--- config.mk ---
export PLATFORM = sky130hd
export DESIGN_NAME = if_stage
export DESIGN_NICKNAME = d
export VERILOG_FILES = /design/src/rtl/if_stage.sv
export SDC_FILE = /design/constraint.sdc
export NUM_CORES = 1
export LEC_CHECK = 0
export BUFFER_PORTS_ARGS = -buffer_cell sky130_fd_sc_hd__buf_2
export CORE_UTILIZATION = 45
export CTS_BUF_LIST = sky130_fd_sc_hd__clkbuf_16
export DETAILED_ROUTE_END_ITERATION = 12
export PLACE_DENSITY_LB_ADDON = 0.3
export SYNTH_ARGS = -nofsm -noshare
export SYNTH_HDL_FRONTEND = slang
export SYNTH_SLANG_ARGS = --single-unit
--- constraint.sdc ---
create_clock -name clk_i -period 1.7 [get_ports clk_i]
set_input_delay 0.085 -clock clk_i [delete_from_list [all_inputs] [get_ports clk_i]]
set_output_delay 0.085 -clock clk_i [all_outputs]
set_load 0.01 [all_outputs]
--- src/rtl/if_stage.sv ---
// rtl/if_stage.sv - instruction fetch stage with IF/ID pipeline register and debug counters
module if_stage #(
    parameter logic [31:0] RESET_PC = 32'h0000_0000,
    parameter int          CNT_W    = 16
) (
    input  logic             clk_i,
    input  logic             rst_n_i,
    input  logic             start_i,
    input  logic             PC_stall_i,
    input  logic             IFID_stall_i,
    input  logic             Branch_i,
    input  logic [31:0]      BranchAddr_i,
    input  logic             Jump_i,
    input  logic [31:0]      JumpAddr_i,
    input  logic [31:0]      Instr_i,
    output logic [31:0]      InstrAddr_o,
    output logic [31:0]      IFID_PC_o,
    output logic [31:0]      IFID_Instr_o,
    output logic             IFID_Valid_o,
    output logic [CNT_W-1:0] StallCnt_o,
    output logic [CNT_W-1:0] FlushCnt_o
);

    localparam logic [CNT_W-1:0] CNT_ONE = {{(CNT_W-1){1'b0}}, 1'b1};
    localparam logic [CNT_W-1:0] CNT_MAX = {CNT_W{1'b1}};

    logic [31:0]      pc_q, pc_d;
    logic [31:0]      ifid_pc_q, ifid_pc_d;
    logic [31:0]      ifid_instr_q, ifid_instr_d;
    logic             ifid_valid_q, ifid_valid_d;
    logic [CNT_W-1:0] stall_cnt_q, stall_cnt_d;
    logic [CNT_W-1:0] flush_cnt_q, flush_cnt_d;

    logic             redirect;
    logic [31:0]      target;
    logic [31:0]      pc_plus4;

    // Redirect target selection; an ID instruction that is itself stalled cannot redirect
    always_comb begin
        redirect = (Jump_i | Branch_i) & ~IFID_stall_i;
        target   = Jump_i ? JumpAddr_i : BranchAddr_i;
        target[1:0] = 2'b00;
        pc_plus4 = pc_q + 32'd4;
    end

    // Next-state: redirect beats IF/ID stall beats PC stall beats sequential fetch
    always_comb begin
        pc_d         = pc_q;
        ifid_pc_d    = ifid_pc_q;
        ifid_instr_d = ifid_instr_q;
        ifid_valid_d = ifid_valid_q;
        stall_cnt_d  = stall_cnt_q;
        flush_cnt_d  = flush_cnt_q;
        if (!start_i) begin
            ifid_pc_d    = 32'h0;
            ifid_instr_d = 32'h0;
            ifid_valid_d = 1'b0;
        end else if (redirect) begin
            pc_d         = target;
            ifid_pc_d    = 32'h0;
            ifid_instr_d = 32'h0;
            ifid_valid_d = 1'b0;
            if (flush_cnt_q != CNT_MAX) flush_cnt_d = flush_cnt_q + CNT_ONE;
        end else if (IFID_stall_i) begin
            if (stall_cnt_q != CNT_MAX) stall_cnt_d = stall_cnt_q + CNT_ONE;
        end else if (PC_stall_i) begin
            // Same address is refetched next cycle, so ID sees a bubble now
            ifid_pc_d    = 32'h0;
            ifid_instr_d = 32'h0;
            ifid_valid_d = 1'b0;
            if (stall_cnt_q != CNT_MAX) stall_cnt_d = stall_cnt_q + CNT_ONE;
        end else begin
            pc_d         = pc_plus4;
            ifid_pc_d    = pc_plus4;
            ifid_instr_d = Instr_i;
            ifid_valid_d = 1'b1;
        end
    end

    // State registers with asynchronous reset discarding everything in flight
    always_ff @(posedge clk_i or negedge rst_n_i) begin
        if (!rst_n_i) begin
            pc_q         <= RESET_PC;
            ifid_pc_q    <= 32'h0;
            ifid_instr_q <= 32'h0;
            ifid_valid_q <= 1'b0;
            stall_cnt_q  <= '0;
            flush_cnt_q  <= '0;
        end else begin
            pc_q         <= pc_d;
            ifid_pc_q    <= ifid_pc_d;
            ifid_instr_q <= ifid_instr_d;
            ifid_valid_q <= ifid_valid_d;
            stall_cnt_q  <= stall_cnt_d;
            flush_cnt_q  <= flush_cnt_d;
        end
    end

    assign InstrAddr_o  = pc_q;
    assign IFID_PC_o    = ifid_pc_q;
    assign IFID_Instr_o = ifid_instr_q;
    assign IFID_Valid_o = ifid_valid_q;
    assign StallCnt_o   = stall_cnt_q;
    assign FlushCnt_o   = flush_cnt_q;

endmodule

==> summary.md <==
| Metric | Value |
|---|---|
| Antenna violations before repair | `0` |
| Final Power | `9.378 mW` |
| Pwr/cell area | `between 1000 and 1500 nW/um^2` |
| Register bit count reported by yosys | `126` |
| Area of the mapped netlist | `roughly 6300 um^2` |
| Worst slew pin tran | `0.6977 ns` |
| CTS Root Cell | `clkbuf_16` |
| Num CTS Buffers | `17` |
| Sequential share of the synthesized area | `50.41%` |
| CTS sink cnt | `126` |
| Max transition margin | `a little over half` |
| Setup violations, final | `0` |
| Unrepaired setup endpoints after global routing | `true` |
| Antenna fix cells | `0` |
| Post-synth EDFFs | `0` |
| Post-synth top cells | `126 x dfrtp_1, 62 x nand2_1, 35 x a22o_1` |
| GPL Wtd Cong | `just under 0.9` |
| Most common flop cell mapped by yosys | `dfrtp_1` |
| Largest net degree at the start of global routing | `64` |
| Mapped Avg Cell Area | `10.27 um^2` |
| CTS tree | `built` |
| DR vias | `roughly 6200` |
| FMAX | `about 600 MHz` |
| Crit Path Class | `flop to flop` |
| # rows | `42` |
| CP startpoint | `StallCnt_o[0]` |
| Tmin final | `1.678 ns` |
| Initial DRT Pass Iterations | `5` |
| DRC Markers | `0` |
| Mapped Cells | `roughly 610` |
| Max-slew violation count | `0` |
| Fin area | `roughly 9200 um^2` |
| Die W | `between 100 and 150 um` |
| # fillers | `approximately 1100` |
| Die H | `119.9 um` |
| First-pass GRT wire length | `roughly 30000 um` |
| Global route total overflow | `0` |
| DRT Wirelength | `between 15000 and 20000 um` |
| Max-Cap Viols | `0` |
| Top post-synthesis cells by area | `dfrtp_1 50%, a22o_1 4.9%, xnor2_1 3.9%` |
| Htree depth | `4` |
| WL/cell | `between 15 and 20 um` |
| Area grow syn2layout | `47.77%` |
| Leak | `roughly 4.6 nW` |
| Final hold viol count | `0` |
| Area of the multi-input gates | `around 3000 um^2` |
| Fraction of layout instances using a drive strength above 1 | `41.62%` |
| Hold path startpoint | `BranchAddr_i[24]` |
| Outcome | `completed` |
| Crit. End Element | `flop` |
| FF+latch area | `about 3200 um^2` |
| Fin nets | `1042` |
| Ports | `~230` |
| I/O Buffers | `approximately 230` |
| Iteration-0 DRC count of the detailed router | `between 400 and 500` |
| Final HPWL DP | `approximately 13000 um` |
| Synth warnings | `0` |
| Ys async rst share | `100.0%` |
| Starting density of the core | `between 40 and 50%` |
| RR Startpoint | `StallCnt_o[0]` |
| Worst hold path type | `input pin to flop` |
| Yosys top cell by area | `dfrtp_1` |
| Post-synth cell types | `54` |
| Clock Path Buffers | `2` |
| Setup TNS | `0 ns` |
| Vias in the first global route | `6155` |
| Crit share post-route | `between 90% and 100%` |
| DR vias/cell | `about 5.5` |
| Clock skew | `slightly below 0.009 ns` |
| Die area | `14370 um^2` |
| Critical Path AT | `~2 ns` |
| CP Launch Type | `flop` |
| Hold slack final | `about 0.057 ns` |
| Reg clk slew, reported paths | `around 0.05 ns` |
| Yosys top cell area share | `a little over 50%` |
| Maximum vdd drop | `approximately 0.76 mV` |
| Routed Antenna Nets | `0` |
| CP required | `2.04 ns` |
| Worst-skew pair later-pin latency | `~0.42 ns` |
| CP max FO | `5` |
| Total GRT Usage | `approximately 28%` |
| Count leader, synth | `dfrtp_1` |
| Placed inst area | `between 8000 and 9000 um^2` |
| Core ar. | `between 10000 and 15000 um^2` |
-- worst paths after layout --
kind	cells past startpoint	endpoint	slack (ns)
min in group asynchronous	2	StallCnt_o[13]	0.16
max in group asynchronous	3	InstrAddr_o[25]	0.90
max reg2reg	6	StallCnt_o[15]	0.02
min	3	InstrAddr_o[24]	0.06
min reg2reg	2	IFID_PC_o[19]	0.47
max	6	StallCnt_o[15]	0.02
-- sequential cells by signal, indices dropped and copies added (netlist names) --
name          flops
FlushCnt_o       16
IFID_Valid_o      1
InstrAddr_o      30
StallCnt_o       16
IFID_PC_o        31
IFID_Instr_o     32
-- layer usage --
layer  global-route usage, %  up-vias  part of all wire (%)
li1                        -     2883                     -
met1                   34.55     3046                    41
met2                   45.12      242                    49
met3                   7.177       47                   6.3
met4                   13.44        0                   3.0
met5                       0        -                     0
-- repair_timing --
action                                  CTS  global route
cloned                                    0             0
resized for setup                         6            24
hold buffers                             35             0
endpoints found under the setup margin   16            42
pin swaps                                 1            14
endpoints found under the hold margin    62             0
setup buffers                             0             8
-- worst max-delay path, cell delays in order (launching register included) --
cell and delay (ns):
dfrtp_1 0.39, ha_2 0.20, nand3_2 0.09, nor4_2 0.06, or4_4 0.56, nor3_4 0.15
xor2_1 0.16
-- report_power, final --
group | internal [mW] | switching (mW)
sequential | 3.33 | 0.330
combinational | 1.10 | 1.19
clock | 2.11 | 1.32
total | 6.54 | 2.84
-- final cells by class --
class | count | share of cell area [%]
Tap cell | 176 | 2.383
Inverter | 4 | 0.1624
Sequential cell | 126 | 34.11
Clock buffer | 17 | 4.603
Multi-Input combinational cell | 437 | 33.44
Timing Repair Buffer | 350 | 23.89
Clock inverter | 15 | 1.408
-- per-stage QoR --
stage | cells | utilization [%] | setup WS, ns
CTS | 1117 | 67.80 | 0.01834
finish | 1125 | 68.97 | 0.02192
global route | 1125 | 68.97 | -0.05466
global placement | 1050 | 60.97 | -0.07087
floorplan | 610 | - | -0.06039
detailed placement | 1050 | 60.97 | -0.1132
-- kinds of logic after synthesis --
family          synth area share, %
compound gates                16.14
xor+xnor                      7.422
fa+ha+maj                    0.6002
buf+inv                       3.261
flops                         50.41
mux                           4.561
other cells                 0.05995
simple gates                  17.54
-- layout by cell type (no fill, tap or decap), types with 6 or more instances in the layout --
cell,n
nand3_1,25
mux2_2,12
a211oi_1,6
o21ai_0,32
dlygate4sd3_1,35
a21oi_1,24
nor2_1,24
xor2_1,25
a31oi_1,6
nor2b_1,6
nand4_1,21
nand2_1,60
buf_4,86
a22o_1,35
buf_2,224
dfrtp_1,126
mux2i_1,15
clkbuf_16,17
and3_1,7
nor3_1,10
xnor2_1,28
(Power assumes the default switching activity.)
